==> src/rtl/serial_bus_pkg.sv <==
// serial_bus_pkg: shared FSM encoding and default parameter values for the
// serial burst slave (serial_slave_burst_if) and its field receiver.
package serial_bus_pkg;

    localparam int unsigned ADDR_WIDTH_DEF  = 12;
    localparam int unsigned DATA_WIDTH_DEF  = 8;
    localparam int unsigned LEN_WIDTH_DEF   = 4;
    localparam int unsigned SPLIT_DELAY_DEF = 4;
    localparam int unsigned MEM_TIMEOUT_DEF = 16;

    // Fixed encodings so state values stay identical to the legacy design.
    typedef enum logic [2:0] {
        IDLE  = 3'd0,
        ADDR  = 3'd1,
        LEN   = 3'd2,
        WDATA = 3'd3,
        WMEM  = 3'd4,
        RMEM  = 3'd5,
        SPLIT = 3'd6,
        RBUS  = 3'd7
    } state_e;

    // Counter width able to hold 0..n-1 (at least one bit).
    function automatic int unsigned cnt_width(input int unsigned n);
        return (n > 1) ? $clog2(n) : 1;
    endfunction

endpackage

==> src/rtl/serial_shift_rx.sv <==
// serial_shift_rx: LSB-first serial field receiver.
// Ports:
//   clk, rst   - clock, synchronous active-high reset
//   en_i       - a valid serial bit is present this cycle
//   bit_i      - serial bit
//   data_o     - assembled field (complete the cycle after done_o)
//   done_o     - the bit accepted this cycle is the last of the field
module serial_shift_rx
    import serial_bus_pkg::*;
#(
    parameter int unsigned WIDTH = 8
) (
    input  logic             clk,
    input  logic             rst,
    input  logic             en_i,
    input  logic             bit_i,
    output logic [WIDTH-1:0] data_o,
    output logic             done_o
);

    localparam int unsigned CW = cnt_width(WIDTH);

    logic [CW-1:0]    cnt_q;
    logic [WIDTH-1:0] data_q;

    assign done_o = en_i && (cnt_q == CW'(WIDTH - 1));
    assign data_o = data_q;

    // New bits enter at the MSB so the first bit ends up at bit 0.
    always_ff @(posedge clk) begin
        if (rst) begin
            cnt_q  <= '0;
            data_q <= '0;
        end else if (en_i) begin
            data_q <= {bit_i, data_q[WIDTH-1:1]};
            cnt_q  <= done_o ? '0 : cnt_q + CW'(1);
        end
    end

endmodule

==> src/rtl/serial_slave_burst_if.sv <==
// serial_slave_burst_if: serial-bus burst slave bridging a bit-serial master
// to a parallel memory port. Header = address (ADDR_WIDTH bits), length
// (LEN_WIDTH bits, beats = LEN+1), all fields LSB first; writes then carry
// DATA_WIDTH bits per beat, reads return DATA_WIDTH bits per beat.
// Ports:
//   clk, rst                      - clock, synchronous active-high reset
//   bwdata, bmode, bwvalid        - serial write bit, 1=write/0=read, bit valid
//   split_grant                   - arbiter grant to resume a split read
//   brdata, brvalid, berr         - serial read bit, valid, timeout-substitute flag
//   sready, ssplit                - idle/accepting, bus split in progress
//   mem_addr, mem_ren, mem_wen, mem_wvalid, mem_wdata - memory request
//   mem_rdata, mem_rvalid         - memory read return
// Configuration: define SERIAL_SLAVE_SPLIT_EN to enable split reads on the
// first read beat; otherwise ssplit is tied low and split_grant is unused.
module serial_slave_burst_if
    import serial_bus_pkg::*;
#(
    parameter int unsigned ADDR_WIDTH  = ADDR_WIDTH_DEF,
    parameter int unsigned DATA_WIDTH  = DATA_WIDTH_DEF,
    parameter int unsigned LEN_WIDTH   = LEN_WIDTH_DEF,
    parameter int unsigned SPLIT_DELAY = SPLIT_DELAY_DEF,
    parameter int unsigned MEM_TIMEOUT = MEM_TIMEOUT_DEF
) (
    input  logic                  clk,
    input  logic                  rst,
    input  logic                  bwdata,
    input  logic                  bmode,
    input  logic                  bwvalid,
    input  logic                  split_grant,
    output logic                  brdata,
    output logic                  brvalid,
    output logic                  berr,
    output logic                  sready,
    output logic                  ssplit,
    output logic [ADDR_WIDTH-1:0] mem_addr,
    output logic                  mem_ren,
    output logic                  mem_wen,
    output logic                  mem_wvalid,
    output logic [DATA_WIDTH-1:0] mem_wdata,
    input  logic [DATA_WIDTH-1:0] mem_rdata,
    input  logic                  mem_rvalid
);

    localparam int unsigned TW = cnt_width(MEM_TIMEOUT);
    localparam int unsigned BW = cnt_width(DATA_WIDTH);

    state_e                state_q, state_d;
    logic                  mode_q, mode_d;
    logic [LEN_WIDTH-1:0]  beat_q, beat_d;
    logic [TW-1:0]         tmo_q, tmo_d;
    logic [BW-1:0]         rb_q, rb_d;
    logic [DATA_WIDTH-1:0] rd_q, rd_d;
    logic                  err_q, err_d;

    logic [ADDR_WIDTH-1:0] addr_data;
    logic [LEN_WIDTH-1:0]  len_data;
    logic [DATA_WIDTH-1:0] wd_data;
    logic                  addr_done, len_done, wd_done;
    logic [ADDR_WIDTH-1:0] beat_addr;
    logic                  last_beat;

    // Address bit 0 is accepted in IDLE together with bmode.
    serial_shift_rx #(.WIDTH(ADDR_WIDTH)) u_addr_rx (
        .clk(clk), .rst(rst),
        .en_i(bwvalid && (state_q == IDLE || state_q == ADDR)),
        .bit_i(bwdata), .data_o(addr_data), .done_o(addr_done)
    );

    serial_shift_rx #(.WIDTH(LEN_WIDTH)) u_len_rx (
        .clk(clk), .rst(rst),
        .en_i(bwvalid && state_q == LEN),
        .bit_i(bwdata), .data_o(len_data), .done_o(len_done)
    );

    serial_shift_rx #(.WIDTH(DATA_WIDTH)) u_wdata_rx (
        .clk(clk), .rst(rst),
        .en_i(bwvalid && state_q == WDATA),
        .bit_i(bwdata), .data_o(wd_data), .done_o(wd_done)
    );

    // Truncating add gives the all-ones -> zero address wrap.
    assign beat_addr = addr_data + ADDR_WIDTH'(beat_q);
    assign last_beat = (beat_q == len_data);

`ifdef SERIAL_SLAVE_SPLIT_EN
    localparam int unsigned SW = cnt_width(SPLIT_DELAY + 1);
    logic [SW-1:0] split_q, split_d;
`else
    logic        unused_split_grant;
    logic [31:0] unused_split_delay;
    assign unused_split_grant = split_grant;
    assign unused_split_delay = 32'(SPLIT_DELAY);
`endif

    always_comb begin
        state_d = state_q;
        mode_d  = mode_q;
        beat_d  = beat_q;
        tmo_d   = tmo_q;
        rb_d    = rb_q;
        rd_d    = rd_q;
        err_d   = err_q;
`ifdef SERIAL_SLAVE_SPLIT_EN
        // Split window counts down from read start, independent of the FSM.
        split_d = (split_q != '0) ? split_q - SW'(1) : split_q;
`endif
        case (state_q)
            IDLE: begin
                beat_d = '0;
                err_d  = 1'b0;
                if (bwvalid) begin
                    mode_d  = bmode;
                    state_d = addr_done ? LEN : ADDR;
                end
            end
            ADDR: if (addr_done) state_d = LEN;
            LEN: begin
                if (len_done) begin
                    if (mode_q) begin
                        state_d = WDATA;
                    end else begin
                        state_d = RMEM;
                        tmo_d   = '0;
`ifdef SERIAL_SLAVE_SPLIT_EN
                        split_d = SW'(SPLIT_DELAY);
`endif
                    end
                end
            end
            WDATA: if (wd_done) state_d = WMEM;
            WMEM: begin
                if (last_beat) begin
                    state_d = IDLE;
                end else begin
                    beat_d  = beat_q + LEN_WIDTH'(1);
                    state_d = WDATA;
                end
            end
            RMEM: begin
                if (mem_rvalid || tmo_q == TW'(MEM_TIMEOUT - 1)) begin
                    // Timeout substitutes all-ones data and flags the beat.
                    rd_d  = mem_rvalid ? mem_rdata : '1;
                    err_d = !mem_rvalid;
                    tmo_d = '0;
                    rb_d  = '0;
`ifdef SERIAL_SLAVE_SPLIT_EN
                    state_d = (beat_q == '0) ? SPLIT : RBUS;
`else
                    state_d = RBUS;
`endif
                end else begin
                    tmo_d = tmo_q + TW'(1);
                end
            end
            SPLIT: begin
`ifdef SERIAL_SLAVE_SPLIT_EN
                if (split_q == '0 && split_grant) state_d = RBUS;
`else
                state_d = IDLE;
`endif
            end
            RBUS: begin
                rd_d = rd_q >> 1;
                rb_d = rb_q + BW'(1);
                if (rb_q == BW'(DATA_WIDTH - 1)) begin
                    err_d = 1'b0;
                    if (last_beat) begin
                        state_d = IDLE;
                    end else begin
                        beat_d  = beat_q + LEN_WIDTH'(1);
                        state_d = RMEM;
                    end
                end
            end
            default: state_d = IDLE;
        endcase
    end

    always_ff @(posedge clk) begin
        if (rst) begin
            state_q <= IDLE;
            mode_q  <= 1'b0;
            beat_q  <= '0;
            tmo_q   <= '0;
            rb_q    <= '0;
            rd_q    <= '0;
            err_q   <= 1'b0;
`ifdef SERIAL_SLAVE_SPLIT_EN
            split_q <= '0;
`endif
        end else begin
            state_q <= state_d;
            mode_q  <= mode_d;
            beat_q  <= beat_d;
            tmo_q   <= tmo_d;
            rb_q    <= rb_d;
            rd_q    <= rd_d;
            err_q   <= err_d;
`ifdef SERIAL_SLAVE_SPLIT_EN
            split_q <= split_d;
`endif
        end
    end

    assign sready     = (state_q == IDLE);
    assign mem_ren    = (state_q == RMEM);
    assign mem_wen    = (state_q == WMEM);
    assign mem_wvalid = (state_q == WMEM);
    assign mem_addr   = (state_q == RMEM || state_q == WMEM) ? beat_addr : '0;
    assign mem_wdata  = (state_q == WMEM) ? wd_data : '0;
    assign brvalid    = (state_q == RBUS);
    assign brdata     = (state_q == RBUS) && rd_q[0];
    assign berr       = (state_q == RBUS) && err_q;
`ifdef SERIAL_SLAVE_SPLIT_EN
    assign ssplit     = (split_q != '0);
`else
    assign ssplit     = 1'b0;
`endif

endmodule

==> config.mk <==
export PLATFORM = sky130hd
export DESIGN_NAME = serial_slave_burst_if
export DESIGN_NICKNAME = d
export VERILOG_FILES = /design/src/rtl/serial_bus_pkg.sv /design/src/rtl/serial_shift_rx.sv /design/src/rtl/serial_slave_burst_if.sv
export SDC_FILE = /design/constraint.sdc
export NUM_CORES = 1
export LEC_CHECK = 0
export CELL_PAD_IN_SITES_DETAIL_PLACEMENT = 1
export CELL_PAD_IN_SITES_GLOBAL_PLACEMENT = 1
export CORE_ASPECT_RATIO = 0.75
export CORE_UTILIZATION = 25
export DETAILED_ROUTE_END_ITERATION = 8
export PLACE_DENSITY_LB_ADDON = 0.1
export SLEW_MARGIN = 5
export SYNTH_ARGS = -nofsm -noshare
export SYNTH_HDL_FRONTEND = slang
export SYNTH_SLANG_ARGS = --single-unit
==> constraint.sdc <==
create_clock -name clk -period 2.35 [get_ports clk]
set_input_delay 0.3525 -clock clk [delete_from_list [all_inputs] [get_ports clk]]
set_output_delay 0.3525 -clock clk [all_outputs]
set_load 0.03 [all_outputs]
## After elaboration in Yosys (flattened, before gate mapping)

Cells that the tools add are included.

| storage, ports and cells | value |
|---|---|
| word-level logic and storage cells | 94 |
| input bits | 15 |
| register bits | 57 |
| output and inout bits | 28 |

| cells by class | value |
|---|---|
| $add $sub $neg | 7 |
| equality and inequality tests | 20 |
| muxes and demuxes | 31 |
| reductions and logical operators | 23 |

Operator list:

| operator | number |
|---|---|
| $mux W3 | 10 |
| $mux W4 | 6 |
| $mux W8 | 3 |
| $pmux W3 S8 | 1 |
| $eq A3 B3 Y1 const B | 6 |
| $pmux W8 S2 | 1 |
| $add A12 B4 Y12 | 1 |
| $add A4 B1 Y4 const B | 3 |
| $mux W12 | 1 |
| $pmux W4 S3 | 1 |
| $eq A4 B4 Y1 const B | 2 |
| $logic_and A1 B1 Y1 | 8 |
| $ne A2 B1 Y1 const B | 4 |
| $pmux W4 S2 | 1 |
| $add A3 B1 Y3 const B | 2 |
| $eq A3 B2 Y1 const B | 2 |
| $mux W2 | 3 |
| $ne A2 B2 Y1 const B | 3 |
| $pmux W3 S2 | 1 |
| $reduce_and A2 Y1 | 3 |
| $reduce_and A3 Y1 | 2 |
| $reduce_and A6 Y1 | 1 |
| $reduce_bool A3 Y1 | 2 |
| $eq A4 B4 Y1 | 1 |
| other kinds (9) | 13 |

## Logic depth before layout (Yosys ltp)

| logic depth | value |
|---|---|
| depth in word-level cells | 7 |
| mapped depth | 8 |
| gate-level depth less buffers | 7 |

## Modules after synthesis

Synthesis repeated with hierarchy kept, for this count alone.

| unflattened totals | value |
|---|---|
| cells, all modules | 356 |
| area, all modules | 3141.8 um2 |

Modules (own cells, without submodules):

| module | seq. area each (um2) | area each (um2) | cells an instance | times used |
|---|---|---|---|---|
| serial_slave_burst_if | 480.5 | 1863.0 | 236 | 1 |
| serial_shift_rx at u_addr_rx | 320.3 | 614.3 | 58 | 1 |
| serial_shift_rx at u_wdata_rx | 220.2 | 425.4 | 40 | 1 |
| serial_shift_rx at u_len_rx | 120.1 | 239.0 | 22 | 1 |

## Least setup slack after synthesis

OpenSTA, ideal clock, no wires.

| path | value |
|---|---|
| path type | reg-to-output |
| from | reg beat_q[0] |
| to | out mem_addr[6] |
| data required time | 1.997 ns |
| cell stages (with the launch flop) | 7 |
| path buffers | 0 |
| path slack | -0.076 ns |
| data arrival time | 2.074 ns |
| cells stage by stage | dfxtp_1 > ha_1 > fa_1 > a21o_1 > a21oi_1 > o21ai_0 > a21oi_1 |

| on the way | value |
|---|---|
| cells in the longest elaborated chain, start to end | 2 |

Ends and longest elaborated chain:

| element | RTL line | source |
|---|---|---|
| start, declared | serial_slave_burst_if.sv:49 | `logic [LEN_WIDTH-1:0] beat_q, beat_d;` |
| start signal, assigned | serial_slave_burst_if.sv:194 | `beat_q <= beat_d;` |
| $add A12 B4 Y12 | serial_slave_burst_if.sv:82 | `assign beat_addr = addr_data + ADDR_WIDTH'(beat_q);` |
| $mux W12 | serial_slave_burst_if.sv:209 | `assign mem_addr = (state_q == RMEM \|\| state_q == WMEM) ? beat_addr : '0;` |
| end, declared | serial_slave_burst_if.sv:35 | `output logic [ADDR_WIDTH-1:0] mem_addr,` |

No other way between the ends.

## Final worst setup path

| path | value |
|---|---|
| from | reg beat_q[1] |
| to | out mem_addr[11] |

Same word-level chain as after synthesis.

==> results.sh <==
export IMPL_status="complete, but fails checks"
export IMPL_violations="setup timing"
export IMPL_avgRoutedWirePerCell_microns=14.74
export IMPL_grt_use_total_pct=15.08
export IMPL_fmax_mhz=412.3
export IMPL_synth_avg_cell_area_sq_um=8.001
export IMPL_grt_pass1_vias=2949
export IMPL_synth_async_reset_ratio_pct=0
export IMPL_grt_antenna_before_repair=0
export IMPL_area_growth_pct=33.66
export IMPL_combPwrFrac_pct=30.9
export IMPL_clock_skew_ns=0.006794
export IMPL_nNetsFinal=470
export IMPL_maxSlewHeadroom_pct=64.04
export IMPL_cts_max_path_buffers=2
export IMPL_drtIter0Drc=81
export IMPL_drc=0
export IMPL_ys_seq_elements=57
export IMPL_cts_root_buf="clkbuf_16"
export IMPL_rrSetupSlack_ns=0.47
export IMPL_fin_crit_sh_pct=103.2
export IMPL_globalplace_congestion=0.7198
export IMPL_met1_usage_pct=20.51
export IMPL_syn_nets=416
export IMPL_via_count=2851
export IMPL_globalRouteOverflowTotal=0
export IMPL_synth_edff_count=0
export IMPL_worstPathMaxFanout=8
export IMPL_p_seq_share_pct=30.2
export IMPL_core_sq_um=11830
export IMPL_r2r_cells=5
export IMPL_ant_nets=0
export IMPL_cap_violations=0
export IMPL_p_per_area_nw_per_um2=898.4
export IMPL_drive_above_1_share_pct=23.04
export IMPL_cp_start_kind="register"
export IMPL_r2r_end="state_q[1]$_SDFFE_PP0P_"
export IMPL_die_h_microns=98.50
export IMPL_antenna_cells=0
export IMPL_arrival_ns=2.07
export IMPL_worstPathRequired_ns=2.00
export IMPL_ys_seq_area_share_pct=36.76
export IMPL_tritoncts="built"
export IMPL_ys_flop_type="dfxtp_1"
export IMPL_rsz0062_at_grt="true"
export IMPL_p_leak_uw=0.001642
export IMPL_netlist_area_leader_share_pct=36.76
export IMPL_hold_buffers=0
export IMPL_switching_power_uw=1231
export IMPL_crit_path_start="beat_q[1]$_SDFFE_PP0P_"
export IMPL_power_share_clock_pct=38.9
export IMPL_clkSinkCount=57
export IMPL_dpl_instance_area_sq_um=3735
export IMPL_rows=34
export IMPL_peakVddDrop_mv=0.5177
export IMPL_min_path_type="reg2reg"
export IMPL_cts_reportedPaths_clkPinSlew_ns=0.05
export IMPL_start_util_pct=26.25
export IMPL_r2r_start="beat_q[1]$_SDFFE_PP0P_"
export IMPL_swShare_pct=33.02
export IMPL_die_area_sq_um=12870
export IMPL_totalWireLength_mm=8.974
export IMPL_grt_busiest_layer="met2"
export IMPL_cts_max_level=3
export IMPL_viasPerCell=4.681
export IMPL_io_pins=43
export IMPL_fin_area_sq_um=4149
export IMPL_worst_slew_pin_slew_ns=0.5393
export IMPL_period_needed_ns=2.425
export IMPL_cts_setup_buffers=0
export IMPL_worstSetupEndpoint="mem_addr[11]"
export IMPL_synth_area_leaders="dfxtp_1 (37%), a21oi_1 (9.5%), nand2_1 (8.1%)"
export IMPL_clock_latency_ns=0.33
export IMPL_port_buffers=40
export IMPL_syn_area_sq_um=3104
export IMPL_cts_made_buffers=9
export IMPL_grt_max_degree=27
export IMPL_use_met2_pct=23.44
export IMPL_drv_slew=0
export IMPL_ys_types=56
export IMPL_yosysTopAreaCell="dfxtp_1"
export IMPL_synth_cells=388
export IMPL_critPathKind="reg2out"
export IMPL_die_w_microns=130.7
export IMPL_final_hold_violation_count=0
export IMPL_p_total_uw=3728
export IMPL_setup_ws_ns=-0.07531
export IMPL_cp_end_kind="output pin"
export IMPL_setup_viol=7
export IMPL_synth_warnings=0
export IMPL_intPower_uw=2497
export IMPL_dr_pass1_iters=4
export IMPL_grt_use_met3_pct=3.474
export IMPL_grt_first_pass_wirelength_mm=14.84
export IMPL_hpwl_mm=6.650
-- placed cells by master (no fill, tap or decap), drive strengths merged, types with 8 or more instances in the layout --
| cell | instances |
|---|---|
| buf | 49 |
| dfxtp | 57 |
| nand3 | 8 |
| mux2i | 11 |
| a21oi | 60 |
| and2 | 12 |
| inv | 9 |
| or3 | 8 |
| ha | 12 |
| nor2 | 38 |
| clkbuf | 13 |
| o21ai | 18 |
| nand2 | 68 |
| clkdlybuf4s50 | 14 |
-- metrics by stage --
stage | setup TNS (ns) | instances | worst slack [ns] | hold slack, ns | util, %
floorplan | 0 | 388 | 0.05209 | 0.4317 | -
global placement | 0 | 593 | 0.1129 | 0.4377 | 31.58
detailed placement | 0 | 593 | 0.09149 | 0.4468 | 31.58
CTS | -0.5720 | 609 | -0.1001 | 0.4546 | 35.02
global route | -1.075 | 609 | -0.1618 | 0.4872 | 35.08
finish | -0.3505 | 609 | -0.07531 | 0.4542 | 35.08
-- flip-flops by register name, indices dropped and copies added (netlist names) --
register,count
rd_q,8
u_len_rx.data_o,4
err_q,1
u_wdata_rx.data_o,8
mode_q,1
u_wdata_rx.cnt_q,3
beat_q,4
rb_q,3
u_addr_rx.data_o,12
u_len_rx.cnt_q,2
tmo_q,4
state_q,3
u_addr_rx.cnt_q,4
-- cells in the mapped netlist (2+ instances only) --
library cell  instances
o21ai_0              15
xnor2_1               6
or3_1                 8
buf_2                 8
nor2_1               38
mux2i_1              11
nor3_1                5
and2_1               12
nand2_1              67
buf_4                 5
nor2b_1               4
inv_2                 2
and3_1                6
inv_1                 7
o21ai_2               2
nand3_1               7
and4bb_1              2
and3b_1               2
ha_1                 12
xor2_1                4
clkbuf_1              8
dfxtp_1              57
o41ai_1               2
nor3_2                2
a21oi_1              59
a21o_1                4
nand2b_1              3
a22oi_1               2
-- final cells by class --
type / instances / area (sq um)
multi-input cells: 300 / 1871
well taps: 162 / 202.7
repair buffers: 65 / 561.8
flip-flops and latches: 57 / 1149
fillers: 1414 / 7677
clock inverters: 4 / 75.07
clock buffers: 12 / 256.5
inverters: 9 / 33.78
-- critical path: stages, from the launching register on --
cell and delay, ns:
dfxtp_4 0.35, ha_1 0.27, a21o_1 0.12, a21o_1 0.15
a21oi_2 0.07, buf_6 0.14, or3_4 0.36, a21oi_2 0.14
buf_6 0.15
-- kinds of logic (layout without fill, tap and decap cells) --
| group | count (synthesis) | in the layout | synth area share (%) |
|---|---|---|---|
| AOI/OAI and AO/OA | 98 | 98 | 19.39 |
| muxes | 11 | 11 | 3.547 |
| and+or+nand+nor | 166 | 166 | 26.44 |
| DFF | 57 | 57 | 36.76 |
| other | 1 | 1 | 0.1208 |
| adders and majority gates | 13 | 13 | 5.482 |
| buffers and inverters | 31 | 90 | 4.918 |
| xor gates and xnor gates | 11 | 11 | 3.345 |
-- repair_timing --
item / CTS / global route
pin swaps: 5 / 1
gates resized for setup: 23 / 6
endpoints found under the setup margin: 10 / 12
-- metal layers --
layer,vias up,part of all wire (%)
met5,-,0
met2,32,44
met1,1362,52
met4,0,0.96
li1,1447,-
met3,10,2.9
-- power groups by stage --
stage	logic, uW	registers [uW]	clock network, uW
floorplan	742	1100	0
global placement	1140	1140	0
detailed placement	1150	1140	0
CTS	1160	1120	1500
global route	1270	1140	1540
finish	1150	1130	1450
-- worst min path at each step --
stage	cells after the start	from	slack (ns)	endpoint
floorplan	2	u_wdata_rx.data_o[0]$_SDFFE_PP0P_	0.43	u_wdata_rx.data_o[0]$_SDFFE_PP0P_
global placement	2	u_wdata_rx.data_o[0]$_SDFFE_PP0P_	0.44	u_wdata_rx.data_o[0]$_SDFFE_PP0P_
detailed placement	2	u_wdata_rx.data_o[0]$_SDFFE_PP0P_	0.45	u_wdata_rx.data_o[0]$_SDFFE_PP0P_
CTS	2	u_wdata_rx.data_o[0]$_SDFFE_PP0P_	0.45	u_wdata_rx.data_o[0]$_SDFFE_PP0P_
global route	2	u_wdata_rx.data_o[7]$_SDFFE_PP0P_	0.49	u_wdata_rx.data_o[7]$_SDFFE_PP0P_
finish	2	u_wdata_rx.data_o[0]$_SDFFE_PP0P_	0.45	u_wdata_rx.data_o[0]$_SDFFE_PP0P_
No activity file was read; power rests on OpenSTA's default activity.
